`config.mk`:
```
export PLATFORM = sky130hd
export DESIGN_NAME = core_ctrl_fsm
export DESIGN_NICKNAME = d
export VERILOG_FILES = /design/src/rtl/core_pkg.sv /design/src/rtl/core_opdec.sv /design/src/rtl/core_ctrl_fsm.sv
export SDC_FILE = /design/constraint.sdc
export NUM_CORES = 1
export LEC_CHECK = 0
export ABC_AREA = 1
export BUFFER_PORTS_ARGS = -buffer_cell sky130_fd_sc_hd__buf_2
export CAP_MARGIN = 15
export CORE_MARGIN = 8
export CORE_UTILIZATION = 30
export CTS_CLUSTER_SIZE = 12
export DETAILED_ROUTE_END_ITERATION = 8
export GPL_ROUTABILITY_DRIVEN = 1
export HOLD_SLACK_MARGIN = 0.1
export SYNTH_ARGS = -nofsm -noshare
export SYNTH_HDL_FRONTEND = slang
export SYNTH_HIERARCHICAL = 1
export SYNTH_SLANG_ARGS = --single-unit
export TNS_END_PERCENT = 1
```
`constraint.sdc`:
```
create_clock -name clk -period 1.7 [get_ports clk]
set_input_delay 0.17 -clock clk [delete_from_list [all_inputs] [get_ports clk]]
set_output_delay 0.17 -clock clk [all_outputs]
set_load 0.03 [all_outputs]
```
`src/rtl/core_pkg.sv`:
```
// core_pkg: shared constants and types for the NPC control sequencer.
// Holds opcodes, immediate-format codes, the EBREAK word and FSM states.
package core_pkg;

    localparam logic [6:0] OP_LUI    = 7'b0110111;
    localparam logic [6:0] OP_AUIPC  = 7'b0010111;
    localparam logic [6:0] OP_JAL    = 7'b1101111;
    localparam logic [6:0] OP_JALR   = 7'b1100111;
    localparam logic [6:0] OP_BRANCH = 7'b1100011;
    localparam logic [6:0] OP_LOAD   = 7'b0000011;
    localparam logic [6:0] OP_STORE  = 7'b0100011;
    localparam logic [6:0] OP_IMM    = 7'b0010011;
    localparam logic [6:0] OP_REG    = 7'b0110011;
    localparam logic [6:0] OP_SYSTEM = 7'b1110011;

    localparam logic [2:0] INST_TYPE_I = 3'b000;
    localparam logic [2:0] INST_TYPE_U = 3'b001;
    localparam logic [2:0] INST_TYPE_S = 3'b010;
    localparam logic [2:0] INST_TYPE_B = 3'b011;
    localparam logic [2:0] INST_TYPE_J = 3'b100;

    localparam logic [31:0] EBREAK = 32'h0010_0073;

    typedef logic [3:0] state_t;

    localparam state_t ST_IDLE      = 4'd0;
    localparam state_t ST_FETCH     = 4'd1;
    localparam state_t ST_WAIT_INST = 4'd2;
    localparam state_t ST_DECODE    = 4'd3;
    localparam state_t ST_EXEC      = 4'd4;
    localparam state_t ST_MEM_REQ   = 4'd5;
    localparam state_t ST_MEM_WAIT  = 4'd6;
    localparam state_t ST_WB        = 4'd7;
    localparam state_t ST_HALT      = 4'd8;
    localparam state_t ST_TRAP      = 4'd9;

    typedef struct packed {
        logic [2:0] inst_type;
        logic       writes_rd;
        logic       is_mem;
        logic       is_store;
        logic       is_ebreak;
        logic       legal;
    } opdec_t;

endpackage

```
`src/rtl/core_opdec.sv`:
```
// core_opdec: combinational opcode classifier for the control sequencer.
// Ports: inst (32b instruction) in; dec (opdec_t class bundle) out.
module core_opdec
    import core_pkg::*;
(
    input  logic [31:0] inst,
    output opdec_t      dec
);

    logic [6:0] op;

    assign op = inst[6:0];

    always_comb begin
        dec = '0;
        unique case (1'b1)
            (op == OP_LUI),
            (op == OP_AUIPC): begin
                dec.inst_type = INST_TYPE_U;
                dec.writes_rd = 1'b1;
                dec.legal     = 1'b1;
            end
            (op == OP_JAL): begin
                dec.inst_type = INST_TYPE_J;
                dec.writes_rd = 1'b1;
                dec.legal     = 1'b1;
            end
            (op == OP_JALR),
            (op == OP_IMM),
            (op == OP_REG): begin
                dec.inst_type = INST_TYPE_I;
                dec.writes_rd = 1'b1;
                dec.legal     = 1'b1;
            end
            (op == OP_BRANCH): begin
                dec.inst_type = INST_TYPE_B;
                dec.legal     = 1'b1;
            end
            (op == OP_LOAD): begin
                dec.inst_type = INST_TYPE_I;
                dec.writes_rd = 1'b1;
                dec.is_mem    = 1'b1;
                dec.legal     = 1'b1;
            end
            (op == OP_STORE): begin
                dec.inst_type = INST_TYPE_S;
                dec.is_mem    = 1'b1;
                dec.is_store  = 1'b1;
                dec.legal     = 1'b1;
            end
            (op == OP_SYSTEM): begin
                // Only ebreak is supported from the SYSTEM space.
                dec.is_ebreak = (inst == EBREAK);
                dec.legal     = (inst == EBREAK);
            end
            default: begin
                dec.legal = 1'b0;
            end
        endcase
    end

endmodule

```
`src/rtl/core_ctrl_fsm.sv`:
```
// core_ctrl_fsm: multi-cycle fetch/decode/mem/writeback sequencer.
// Ports: clk, rst (async high); ifu_* fetch handshake; inst, inst_type
// to decode; lsu_* memory handshake; rf_we, pc_we strobes; halt, trap.
// Optional macro CORE_CTRL_PERF_EN adds perf_cycle and perf_instret.
module core_ctrl_fsm
    import core_pkg::*;
#(
    parameter int unsigned RESET_WAIT = 1
) (
    input  logic        clk,
    input  logic        rst,
    output logic        ifu_req_valid,
    input  logic        ifu_req_ready,
    input  logic        ifu_rsp_valid,
    input  logic [31:0] ifu_rsp_inst,
    output logic [31:0] inst,
    output logic [2:0]  inst_type,
    output logic        lsu_req_valid,
    output logic        lsu_req_we,
    input  logic        lsu_req_ready,
    input  logic        lsu_rsp_valid,
    output logic        rf_we,
    output logic        pc_we,
    output logic        halt,
    output logic        trap
`ifdef CORE_CTRL_PERF_EN
    ,
    output logic [63:0] perf_cycle,
    output logic [63:0] perf_instret
`else
`endif
);

    localparam logic [3:0] WAIT_LAST = 4'(RESET_WAIT - 1);

    state_t     state;
    state_t     state_nxt;
    logic [3:0] wait_cnt;
    opdec_t     dec;
    logic       in_dec;

    core_opdec u_opdec (
        .inst (inst),
        .dec  (dec)
    );

    always_ff @(posedge clk or posedge rst) begin
        if (rst) begin
            state    <= ST_IDLE;
            wait_cnt <= 4'd0;
            inst     <= 32'd0;
        end else begin
            state <= state_nxt;
            // IDLE is only reachable via reset, so the counter
            // never needs to be cleared outside reset.
            if (state == ST_IDLE && wait_cnt != WAIT_LAST)
                wait_cnt <= wait_cnt + 4'd1;
            if (state == ST_WAIT_INST && ifu_rsp_valid)
                inst <= ifu_rsp_inst;
        end
    end

    always_comb begin
        state_nxt = state;
        case (state)
            ST_IDLE: begin
                if (wait_cnt == WAIT_LAST)
                    state_nxt = ST_FETCH;
            end
            ST_FETCH: begin
                if (ifu_req_ready)
                    state_nxt = ST_WAIT_INST;
            end
            ST_WAIT_INST: begin
                if (ifu_rsp_valid)
                    state_nxt = ST_DECODE;
            end
            ST_DECODE: begin
                if (dec.is_ebreak)
                    state_nxt = ST_HALT;
                else if (!dec.legal)
                    state_nxt = ST_TRAP;
                else
                    state_nxt = ST_EXEC;
            end
            ST_EXEC: begin
                state_nxt = dec.is_mem ? ST_MEM_REQ : ST_WB;
            end
            ST_MEM_REQ: begin
                // A response in the accept cycle is ignored here;
                // MEM_WAIT waits for a later one.
                if (lsu_req_ready)
                    state_nxt = ST_MEM_WAIT;
            end
            ST_MEM_WAIT: begin
                if (lsu_rsp_valid)
                    state_nxt = ST_WB;
            end
            ST_WB: begin
                state_nxt = ST_FETCH;
            end
            ST_HALT: begin
                state_nxt = ST_HALT;
            end
            ST_TRAP: begin
                state_nxt = ST_TRAP;
            end
            default: begin
                state_nxt = ST_IDLE;
            end
        endcase
    end

    assign in_dec = (state == ST_DECODE)
                 || (state == ST_EXEC)
                 || (state == ST_MEM_REQ)
                 || (state == ST_MEM_WAIT)
                 || (state == ST_WB);

    assign inst_type     = in_dec ? dec.inst_type : INST_TYPE_I;
    assign ifu_req_valid = (state == ST_FETCH);
    assign lsu_req_valid = (state == ST_MEM_REQ);
    assign lsu_req_we    = (state == ST_MEM_REQ) && dec.is_store;
    assign pc_we         = (state == ST_WB);
    assign rf_we         = (state == ST_WB) && dec.writes_rd;
    assign halt          = (state == ST_HALT);
    assign trap          = (state == ST_TRAP);

`ifdef CORE_CTRL_PERF_EN
    logic run_cycle;

    assign run_cycle = (state != ST_IDLE)
                    && (state != ST_HALT)
                    && (state != ST_TRAP);

    always_ff @(posedge clk or posedge rst) begin
        if (rst) begin
            perf_cycle   <= 64'd0;
            perf_instret <= 64'd0;
        end else begin
            if (run_cycle)
                perf_cycle <= perf_cycle + 64'd1;
            if (state == ST_WB)
                perf_instret <= perf_instret + 64'd1;
        end
    end
`else
`endif

endmodule

```
==> load_flow_metrics.sql, run 1 <==
INSERT INTO impl_metrics (metric_group, metric, value, unit) VALUES
('grt', 'globalRouteTotalUtil', '0.115', ''),
('clock_network', 'cts.sinks', '40', ''),
('power_and_ir_drop', 'power_frac_clock', '0.109', ''),
('synth', 'syn_nets', '291', ''),
('power_and_ir_drop', 'p_int', '0.00317', 'W'),
('die', 'initial_core_util', '0.305', ''),
('route', 'num_vias', '2023', ''),
('die', 'floorplan.core_area', '7610', 'um2'),
('placed_design', 'place_ws', '0.0911', 'ns'),
('worst_hold_path', 'hold_path_class', 'in2reg', ''),
('synth', 'synth_instances', '251', ''),
('die', 'die_width', '104', 'um'),
('setup_path', 'reg2reg_depth', '11', ''),
('worst_hold_path', 'worst_hold_path_depth', '2', ''),
('final_layout', 'layout.area.seq', '1010', 'um2'),
('die', 'top_level_ports', '80', ''),
('synth', 'synth.largest_area_cell', 'sky130_fd_sc_hd__dfrtp_1', ''),
('outcome', 'violations', 'negative setup slack', ''),
('final_layout', 'area.growth.synth_to_final', '43.6', '%'),
('grt', 'first_global_vias', '2222', ''),
('route', 'detail-route-antenna-nets', '0', ''),
('clock_network', 'cts_buffer_depth', '2', ''),
('timing', 'min_period', '1.74', 'ns'),
('setup_path', 'path_class', 'reg2out', ''),
('setup_path', 'regToRegSetupSlack', '0.08', 'ns'),
('timing', 'maxClockFrequency', '576', 'MHz'),
('outcome', 'run_status', 'finished, violations left', ''),
('job', 'number_of_max_cap_violations', '0', ''),
('route', 'dr.pass1.iters', '4', ''),
('route', 'initialDrtViolationCount', '46', ''),
('power_and_ir_drop', 'power.density', '1780', 'nW/um2'),
('final_layout', 'diodes', '0', ''),
('timing', 'report.final.setup_viol', '2', ''),
('clock_network', 'clock_network_latency_to_the_later_pin_of_the_worst_skew_pair', '0.29', 'ns'),
('setup_path', 'crit_required', '1.53', 'ns'),
('synth', 'syn_area_per_cell', '9.25', 'um2'),
('setup_path', 'cp_data_arrival_time', '1.57', 'ns'),
('power_and_ir_drop', 'power.leakage', '1.83', 'nW'),
('timing', 'finalHoldViolCount', '0', ''),
('setup_path', 'setup.worst_path.start_class', 'flip-flop', ''),
('power_and_ir_drop', 'fin_total_pwr', '0.00595', 'W'),
('synth', 'yosysTopAreaCellShare', '0.431', ''),
('placed_design', 'port_buffers', '79', ''),
('worst_hold_path', 'hold_path_startpoint', 'ifu_rsp_inst[9]', ''),
('grt', 'overflow', '0', ''),
('grt', 'pin_count_of_the_biggest_net_entering_global_routing', '25', ''),
('power_and_ir_drop', 'power.share.switching', '0.468', ''),
('clock_network', 'h_tree_lvls', '2', ''),
('power_and_ir_drop', 'switching_power', '0.00278', 'W'),
('final_layout', 'most-common-layout-cells', 'sky130_fd_sc_hd__buf_2, sky130_fd_sc_hd__inv_1, sky130_fd_sc_hd__nand2_1', ''),
('clock_network', 'path_clk_slew', '0.08', 'ns'),
('final_layout', 'nNetsFinal', '409', ''),
('timing', 'timing.hold.ws', '0.112', 'ns'),
('route', 'drc_errors', '0', ''),
('power_and_ir_drop', 'power.ir.vdd_worst', '0.816', 'mV'),
('die', 'placement_rows', '32', ''),
('final_layout', 'fill_cells', '774', ''),
('timing', 'finalCritPeriodShare', '1.02', ''),
('synth', 'synth_area', '2320', 'um2'),
('clock_network', 'root_buffer', 'sky130_fd_sc_hd__clkbuf_8', ''),
('placed_design', 'finalWeightedCongestion', '0.764', ''),
('grt', 'grt_antenna_before_repair', '1', ''),
('power_and_ir_drop', 'power.share.sequential', '0.310', ''),
('setup_path', 'r2r_end', 'state[0]', ''),
('setup_path', 'rr_startpoint', 'inst[0]', ''),
('clock_network', 'clock_tree_from_tritoncts', 'built', ''),
('route', 'routed_wl', '6.02', 'mm'),
('final_layout', 'layout_cell_share_with_drive_strength_beyond_1', '0.451', ''),
('clock_network', 'cts_inserted_buffers', '5', ''),
('timing', 'timing.final.ws_setup', '-0.0356', 'ns'),
('timing', 'maxSlewViolCount', '0', '');
## power groups by stage
stage	Clock (W)	Sequential (W)	Combinational, W
floorplan	0	0.00254	0.00161
global placement	0	0.00182	0.00311
detailed placement	0	0.00184	0.00312
CTS	0.000687	0.00183	0.00329
global route	0.000738	0.00193	0.00377
finish	0.000650	0.00184	0.00346
## synth_stat cells (all sizes together)
cell type and instances:
and2 1, nor3b 2, inv 47, nand2 49, xor2 2, o32ai 1, dfrtp 40, xnor2 1
nor3 4, ha 2, o21ai 1, nor2 42, a21oi 1, nand3 11, o31ai 2, nand4 8
buf 3, o21bai 2, mux2 32
## worst max-delay path, stage by stage, from the launching register on
cell and delay, ns:
sky130_fd_sc_hd__dfrtp_2 0.48, sky130_fd_sc_hd__nand2_2 0.14, sky130_fd_sc_hd__nor2_4 0.04, sky130_fd_sc_hd__nand2_1 0.05
sky130_fd_sc_hd__nand2_1 0.06, sky130_fd_sc_hd__nor2_2 0.12, sky130_fd_sc_hd__nand3_1 0.07, sky130_fd_sc_hd__nor3b_2 0.15
sky130_fd_sc_hd__buf_4 0.16
## cell type report
| cell class | instances | share of cell area |
|---|---|---|
| clock inverters | 2 | 0.00300 |
| flip-flops and latches | 40 | 0.302 |
| multi-input cells | 161 | 0.358 |
| clock buffers | 6 | 0.0248 |
| well taps | 102 | 0.0383 |
| inverters | 47 | 0.0529 |
| repair buffers | 114 | 0.221 |
## sequential cells by signal, summed over array words and instances, names as in the netlist
register / count
inst: 32
state: 4
wait_cnt: 4
## layer usage
metal | up-vias | wire length, um | GRT usage
met5 | - | 11 | 0
li1 | 1024 | - | -
met1 | 934 | 2630 | 0.132
met4 | 2 | 60 | 0.0279
met3 | 8 | 388 | 0.0421
met2 | 55 | 2920 | 0.196
## cell families after synthesis
kind of cell	share of synthesized area
compound gates	0.0210
xor+xnor	0.0113
fa+ha+maj	0.0108
buf+inv	0.0905
flops	0.431
mux	0.204
simple gates	0.232
## stage by stage
| stage | cell area [um2] | instances | TNS (ns) | util |
|---|---|---|---|---|
| after floorplan | 2340 | 251 | -0.000381 | - |
| after global placement | 2860 | 432 | 0 | 0.376 |
| after detailed placement | 2860 | 432 | 0 | 0.376 |
| after CTS | 3160 | 459 | -0.0859 | 0.415 |
| after global routing | 3330 | 472 | -0.852 | 0.438 |
| final | 3330 | 472 | -0.0383 | 0.438 |
## how the worst max path moves through the flow
stage | from | endpoint | slack (ns) | cells past startpoint
3_3_place_gp | inst[3] | lsu_req_we | 0.13 | 7
4_1_cts | inst[2] | rf_we | -0.06 | 9
6_report | inst[4] | rf_we | -0.04 | 8
5_1_grt | inst[3] | rf_we | -0.21 | 9
2_1_floorplan | inst[1] | rf_we | -0.0004 | 7
3_5_place_dp | inst[0] | lsu_req_we | 0.09 | 6
## repair_timing
item | CTS | global route
resized for setup | 12 | 24
hold endpoints to repair | 28 | 6
buffers inserted | 6 | 7
setup endpoints to repair | 6 | 11
hold buffers | 13 | 6
pin swaps | 4 | 6
(Power assumes the default switching activity.)
==> run 2: changes to the inputs <==
- SKIP_LAST_GASP: unset -> 1
- SYNTH_HIERARCHICAL: 1 -> unset
==> load_flow_metrics.sql, run 2 <==
INSERT INTO impl_metrics (metric_group, metric, value, unit) VALUES
('timing', 'grt_setup_unrepaired', 'yes', ''),
('setup_path', 'rr_startpoint', 'state[2]', ''),
('synth', 'synth_instances', '261', ''),
('placed_design', 'placed_cell_area', '2620', 'um2'),
('timing', 'finalCritPeriodShare', '0.951', ''),
('timing', 'slew-limit-headroom', '0.533', ''),
('timing', 'final.setup_skew', '0.00423', 'ns'),
('clock_network', 'clock_tree_from_tritoncts', 'built', ''),
('route', 'num_vias', '1928', ''),
('clock_network', 'h_tree_lvls', '2', ''),
('synth', 'synthArstFlopShare', '1.00', ''),
('synth', 'top_area_cells_in_the_synthesized_netlist', 'sky130_fd_sc_hd__dfrtp_1, sky130_fd_sc_hd__nor2_1, sky130_fd_sc_hd__a21oi_2', ''),
('final_layout', 'layout_cell_share_with_drive_strength_beyond_1', '0.418', ''),
('final_layout', 'largest_register_ffs', '32', ''),
('clock_network', 'cts_inserted_buffers', '5', ''),
('placed_design', 'port_buffers', '79', ''),
('synth', 'yosysMostFrequentCell', 'sky130_fd_sc_hd__nor2_1', ''),
('synth', 'syn_nets', '301', ''),
('timing', 'finalHoldViolCount', '0', ''),
('final_layout', 'multiInputGateArea', '941', 'um2'),
('final_layout', 'final_design_area_no_fill', '2830', 'um2'),
('final_layout', 'layout.area.seq', '1000', 'um2'),
('setup_path', 'r2r_end', 'inst[26]', ''),
('grt', 'first_global_vias', '2042', ''),
('die', 'floorplan.core_area', '6760', 'um2'),
('synth', 'postSynthRegisterBits', '40', ''),
('synth', 'synthDistinctLibCells', '25', ''),
('synth', 'synth_area', '2090', 'um2'),
('setup_path', 'crit_required', '1.53', 'ns'),
('setup_path', 'cp_max_fo', '7', ''),
('power_and_ir_drop', 'power.leakage', '1.50', 'nW'),
('clock_network', 'cts.sinks', '40', ''),
('die', 'die_area', '9900', 'um2'),
('grt', 'overflow', '0', ''),
('synth', 'netlist_top_cells_count', 'sky130_fd_sc_hd__nor2_1, sky130_fd_sc_hd__inv_1, sky130_fd_sc_hd__nand2_1, sky130_fd_sc_hd__dfrtp_1, sky130_fd_sc_hd__a21oi_2', ''),
('die', 'die_width', '99.5', 'um'),
('power_and_ir_drop', 'power.ir.vdd_worst', '0.785', 'mV'),
('setup_path', 'crit_path_start', 'state[1]', ''),
('die', 'die_height', '99.5', 'um'),
('final_layout', 'area.growth.synth_to_final', '35.1', '%'),
('route', 'routed_via_density', '4.44', ''),
('placed_design', 'dp_hpwl', '4.32', 'mm'),
('setup_path', 'regToRegSetupSlack', '0.20', 'ns'),
('route', 'dr.pass1.iters', '4', ''),
('route', 'routed_wl', '5.44', 'mm'),
('synth', 'synth.yosys.seq_area_share', '0.478', ''),
('final_layout', 'top_register', 'inst', ''),
('die', 'initial_core_util', '0.310', ''),
('placed_design', 'dpl.cell_count', '421', ''),
('outcome', 'run_status', 'complete, no violations', ''),
('synth', 'synth_warnings', '0', ''),
('clock_network', 'cts_buffer_depth', '2', ''),
('clock_network', 'clock_network_latency_to_the_later_pin_of_the_worst_skew_pair', '0.28', 'ns'),
('grt', 'grt_first_pass_wirelength', '9.27', 'mm'),
('synth', 'postSynth.topFlopCell', 'sky130_fd_sc_hd__dfrtp_1', ''),
('setup_path', 'reg2reg_depth', '7', ''),
('synth', 'syn_area_per_cell', '8.02', 'um2'),
('synth', 'yosysTopAreaCellShare', '0.478', ''),
('die', 'placement_rows', '30', ''),
('route', 'initialDrtViolationCount', '64', ''),
('final_layout', 'diodes', '0', ''),
('job', 'number_of_max_cap_violations', '0', ''),
('final_layout', 'fill_cells', '712', ''),
('worst_hold_path', 'hold_path_startpoint', 'ifu_rsp_inst[0]', ''),
('setup_path', 'path_class', 'reg2out', ''),
('route', 'detail-route-antenna-nets', '0', ''),
('grt', 'globalRouteTotalUtil', '0.114', ''),
('die', 'top_level_ports', '80', ''),
('final_layout', 'reg_top3', 'inst (32), state (4), wait_cnt (4)', ''),
('placed_design', 'finalWeightedCongestion', '0.800', ''),
('setup_path', 'setup.worst_path.start_class', 'flip-flop', ''),
('timing', 'maxClockFrequency', '618', 'MHz'),
('timing', 'maxSlewViolCount', '0', ''),
('final_layout', 'final-instance-count-excl-fill', '434', ''),
('grt', 'grt_antenna_before_repair', '0', ''),
('clock_network', 'path_clk_slew', '0.07', 'ns'),
('route', 'routed_wire_length_per_instance', '12.5', 'um'),
('synth', 'synth.largest_area_cell', 'sky130_fd_sc_hd__dfrtp_1', ''),
('route', 'drc_errors', '0', ''),
('power_and_ir_drop', 'power.density', '1710', 'nW/um2'),
('timing', 'worst-slew-pin-transition', '0.697', 'ns'),
('setup_path', 'cp_data_arrival_time', '1.45', 'ns'),
('worst_hold_path', 'min_delay_worst_endpoint', 'inst[0]', ''),
('clock_network', 'root_buffer', 'sky130_fd_sc_hd__clkbuf_8', ''),
('final_layout', 'most-common-layout-cells', 'sky130_fd_sc_hd__buf_2, sky130_fd_sc_hd__nor2_1, sky130_fd_sc_hd__inv_1, sky130_fd_sc_hd__nand2_1, sky130_fd_sc_hd__dfrtp_1', ''),
('timing', 'min_period', '1.62', 'ns'),
('worst_hold_path', 'worst_hold_path_depth', '2', ''),
('synth', 'edff_count_synth', '0', ''),
('timing', 'report.final.setup_viol', '0', ''),
('worst_hold_path', 'hold_path_class', 'in2reg', ''),
('final_layout', 'nNetsFinal', '396', ''),
('grt', 'pin_count_of_the_biggest_net_entering_global_routing', '23', ''),
('final_layout', 'layout_commonest_cell', 'sky130_fd_sc_hd__buf_2', ''),
('setup_path', 'critical_path.endpoint_type', 'output port', '');
run 2: changes by cell type after synthesis, moves of 3 or more:
| cell | before | now |
|---|---|---|
| sky130_fd_sc_hd__o21ai_0 | 1 | 6 |
| sky130_fd_sc_hd__buf_2 | 0 | 3 |
| sky130_fd_sc_hd__nor3_1 | 4 | 1 |
| sky130_fd_sc_hd__nand4_1 | 8 | 2 |
| sky130_fd_sc_hd__nor2_4 | 4 | 1 |
| sky130_fd_sc_hd__nand2_1 | 48 | 44 |
| sky130_fd_sc_hd__mux2_4 | 30 | 0 |
| sky130_fd_sc_hd__a21oi_2 | 0 | 20 |
| sky130_fd_sc_hd__a21oi_1 | 1 | 11 |
| sky130_fd_sc_hd__nor2_1 | 36 | 57 |
run 2: worst max-delay path by stage:
stage | endpoint | cells after the start | slack, ns
6_report | lsu_req_we | 5 | 0.08
5_1_grt | inst_type[0] | 6 | -0.01
4_1_cts | rf_we | 7 | -0.03
3_5_place_dp | inst[26] | 7 | 0.20
3_3_place_gp | inst[28] | 7 | 0.25
2_1_floorplan | inst_type[0] | 5 | 0.11
run 2: layout make-up:
| cell class | instances | share of cell area |
|---|---|---|
| inverters | 45 | 0.0598 |
| clock buffers | 5 | 0.0243 |
| multi-input cells | 170 | 0.333 |
| well taps | 80 | 0.0354 |
| flip-flops and latches | 40 | 0.355 |
| repair buffers | 94 | 0.192 |
run 2: logic make-up (layout without fill, tap and decap cells):
logic type / after synthesis / after routing / synth area share
multiplexers: 3 / 3 / 0.0161
XOR/XNOR: 3 / 3 / 0.0126
buffers and inverters: 51 / 144 / 0.104
adder cells (fa/ha/maj): 2 / 2 / 0.0120
AND/OR/NAND/NOR: 122 / 122 / 0.242
AO/OA/AOI/OAI: 40 / 40 / 0.135
flip-flops: 40 / 40 / 0.478
run 2: power breakdown:
group / leakage (nW) / internal, W / switching (W)
logic: 1.02 / 0.000887 / 0.00180
registers: 0.446 / 0.00133 / 0.000270
clock network: 0.0359 / 0.000265 / 0.000292
total: 1.50 / 0.00249 / 0.00236
run 2: critical path, cell delays in order, from the launching register on:
cell and delay (ns):
sky130_fd_sc_hd__dfrtp_2 0.46, sky130_fd_sc_hd__nor2_2 0.17, sky130_fd_sc_hd__inv_1 0.11, sky130_fd_sc_hd__nor2_4 0.11
sky130_fd_sc_hd__and3_1 0.17, sky130_fd_sc_hd__buf_4 0.16
run 2: metal layers:
| metal | wire (um) | vias to the layer above | share of wire | global-route usage |
|---|---|---|---|---|
| li1 | - | 996 | - | - |
| met1 | 2420 | 879 | 0.44 | 0.136 |
| met2 | 2640 | 45 | 0.48 | 0.189 |
| met3 | 316 | 8 | 0.058 | 0.0349 |
| met4 | 70 | 0 | 0.013 | 0.0384 |
| met5 | 0 | - | 0 | 0 |
run 2: what timing repair did:
action	CTS	global route
setup buffers	0	7
pin swaps	0	5
hold buffers	1	0
endpoints found under the setup margin	5	5
hold endpoints to repair	18	0
gates resized for setup	3	26
run 2: stage by stage:
stage               setup TNS (ns)  power [W]  hold WS [ns]  setup slack (ns)   util
finish                           0    0.00485         0.117            0.0832  0.418
global placement                 0    0.00406         0.235             0.248  0.388
CTS                        -0.0437    0.00469         0.104           -0.0347  0.401
detailed placement               0    0.00410         0.232             0.201  0.388
global route               -0.0275    0.00522         0.112           -0.0101  0.418
floorplan                        0    0.00337         0.320             0.105      -
==> run 3: changes to the inputs <==
- CORE_ASPECT_RATIO: unset -> 0.7
==> load_flow_metrics.sql, run 3 (synthesis gave the netlist of run 2 again) <==
INSERT INTO impl_metrics (metric_group, metric, value, unit) VALUES
('clock_network', 'cts_buffer_depth', '2', ''),
('timing', 'maxSlewViolCount', '0', ''),
('route', 'wl_met1', '2.66', 'mm'),
('clock_network', 'path_clk_slew', '0.08', 'ns'),
('clock_network', 'root_buffer', 'sky130_fd_sc_hd__clkbuf_8', ''),
('route', 'detail-route-antenna-nets', '0', ''),
('outcome', 'run_status', 'complete, no violations', ''),
('timing', 'finalCritPeriodShare', '0.983', ''),
('setup_path', 'critical_path_buf_inv_count', '3', ''),
('setup_path', 'critical_path.endpoint_type', 'output port', ''),
('route', 'drc_errors', '0', ''),
('die', 'placement_rows', '25', ''),
('setup_path', 'crit_required', '1.53', 'ns'),
('timing', 'maxClockFrequency', '598', 'MHz'),
('clock_network', 'clock_tree_from_tritoncts', 'built', ''),
('job', 'number_of_max_cap_violations', '0', ''),
('final_layout', 'layout_commonest_cell', 'sky130_fd_sc_hd__buf_2', ''),
('placed_design', 'finalWeightedCongestion', '0.840', ''),
('setup_path', 'cp_data_arrival_time', '1.50', 'ns'),
('placed_design', 'dpl.cell_count', '433', ''),
('setup_path', 'reg2reg_depth', '7', ''),
('route', 'dr.pass1.iters', '4', ''),
('setup_path', 'setup.worst_path.start_class', 'flip-flop', ''),
('setup_path', 'r2r_end', 'inst[13]', ''),
('setup_path', 'path_class', 'reg2out', ''),
('clock_network', 'cts.sinks', '40', ''),
('final_layout', 'final-instance-count-excl-fill', '448', ''),
('worst_hold_path', 'hold_path_startpoint', 'ifu_rsp_inst[20]', ''),
('timing', 'final.setup_skew', '0.00593', 'ns'),
('final_layout', 'diodes', '0', ''),
('grt', 'pin_count_of_the_biggest_net_entering_global_routing', '24', ''),
('power_and_ir_drop', 'power.ir.vdd_worst', '0.959', 'mV'),
('route', 'num_vias', '1943', ''),
('die', 'floorplan.core_area', '6760', 'um2'),
('final_layout', 'top_register', 'inst', ''),
('placed_design', 'dp_hpwl', '4.52', 'mm'),
('setup_path', 'critical-path-top-delay-family', 'flip-flops', ''),
('route', 'routed_wire_length_per_instance', '13.1', 'um'),
('worst_hold_path', 'worst_hold_path_depth', '2', ''),
('worst_hold_path', 'min_delay_worst_endpoint', 'inst[20]', ''),
('final_layout', 'most-common-layout-cells', 'sky130_fd_sc_hd__buf_2, sky130_fd_sc_hd__nor2_1, sky130_fd_sc_hd__nand2_1', ''),
('die', 'die_width', '116', 'um'),
('power_and_ir_drop', 'power.leakage', '1.49', 'nW'),
('timing', 'report.final.setup_viol', '0', ''),
('grt', 'grt_antenna_before_repair', '0', ''),
('timing', 'slew-limit-headroom', '0.533', ''),
('route', 'routed.top_layer', 'met4', ''),
('route', 'routed_via_density', '4.34', ''),
('grt', 'globalRouteTotalUtil', '0.122', ''),
('setup_path', 'rr_startpoint', 'state[3]', ''),
('worst_hold_path', 'hold_path_class', 'in2reg', ''),
('timing', 'finalHoldViolCount', '0', ''),
('route', 'wl_met2', '2.62', 'mm'),
('final_layout', 'finished_core_util', '0.423', ''),
('route', 'initialDrtViolationCount', '110', ''),
('setup_path', 'cp_max_fo', '4', ''),
('power_and_ir_drop', 'power.density', '1730', 'nW/um2'),
('setup_path', 'cp.depth', '7', ''),
('clock_network', 'clock_network_latency_to_the_later_pin_of_the_worst_skew_pair', '0.29', 'ns'),
('final_layout', 'area.growth.synth_to_final', '36.6', '%'),
('grt', 'first_global_vias', '2080', ''),
('final_layout', 'reg_top3', 'inst (32), state (4), wait_cnt (4)', ''),
('timing', 'worst-slew-pin-transition', '0.697', 'ns'),
('clock_network', 'cts_inserted_buffers', '5', ''),
('die', 'initial_core_util', '0.310', ''),
('timing', 'grt_setup_unrepaired', 'yes', ''),
('grt', 'overflow', '0', ''),
('setup_path', 'max_incr_delay_on_cp', '0.41', 'ns'),
('final_layout', 'nNetsFinal', '393', ''),
('timing', 'min_period', '1.67', 'ns'),
('die', 'die_area', '9940', 'um2'),
('final_layout', 'layout_cell_share_with_drive_strength_beyond_1', '0.421', ''),
('placed_design', 'port_buffers', '79', ''),
('setup_path', 'cp_slowest_cell', 'sky130_fd_sc_hd__dfrtp_1', ''),
('grt', 'grt_first_pass_wirelength', '9.77', 'mm'),
('setup_path', 'regToRegSetupSlack', '0.20', 'ns'),
('final_layout', 'largest_register_ffs', '32', ''),
('route', 'routed_wl', '5.87', 'mm'),
('setup_path', 'worstPathCellList', 'inv_2 -> buf_4 -> nor2_1 -> nand3_2 -> nand2_1 -> o21a_1 -> buf_6', ''),
('clock_network', 'h_tree_lvls', '2', ''),
('die', 'top_level_ports', '80', ''),
('route', 'met3WireLength', '514', 'um'),
('die', 'die_height', '85.9', 'um');
## run 3: cell types whose count changed in the layout (fill, tap and decap cells not counted), sizes merged
cell	delta
clkinv	+2
buf	-3
clkbuf	+1
## run 3: where the power goes
part / switching [W] / internal (W)
sequential: 0.000299 / 0.00134
clock: 0.000335 / 0.000324
combinational: 0.00180 / 0.000858
## run 3: final cells by class
class                      instances  area (um2)
fill                             690        3900
sequential                        40        1010
multi-input combinational        170         938
timing repair buffer              91         531
inverter                          45         171
tap                               94         118
clock buffer                       6        82.6
clock inverter                     2        10.0
## run 3: metal layers
| metal | track usage | up-vias |
|---|---|---|
| met1 | 0.153 | 878 |
| li1 | - | 989 |
| met4 | 0.0445 | 0 |
| met5 | 0 | - |
| met2 | 0.192 | 70 |
| met3 | 0.0400 | 6 |
## run 3: timing repair
action	in CTS	in global routing
cloned	0	0
hold endpoints to repair	17	0
endpoints found under the setup margin	5	5
setup buffers	0	6
resized for setup	3	32
pin swaps	0	5
hold buffers	1	0
## run 3: through the flow
step | setup WS (ns) | cell area, um2 | TNS [ns] | hold slack, ns | total power, W
final | 0.0290 | 2860 | 0 | 0.115 | 0.00495
after global routing | -0.0441 | 2860 | -0.162 | 0.101 | 0.00533
after global placement | 0.217 | 2630 | 0 | 0.219 | 0.00406
after CTS | -0.0644 | 2740 | -0.174 | 0.104 | 0.00480
after floorplan | 0.105 | 2100 | 0 | 0.320 | 0.00337
after detailed placement | 0.191 | 2630 | 0 | 0.233 | 0.00410
## run 3: how the worst max path moves through the flow
stage / from / endpoint / slack (ns)
after floorplan: inst[4] / inst_type[0] / 0.11
after global placement: state[2] / inst_type[0] / 0.22
after detailed placement: state[2] / inst[13] / 0.19
after CTS: state[2] / inst_type[0] / -0.06
after global routing: state[3] / inst_type[1] / -0.04
final: inst[4] / rf_we / 0.03
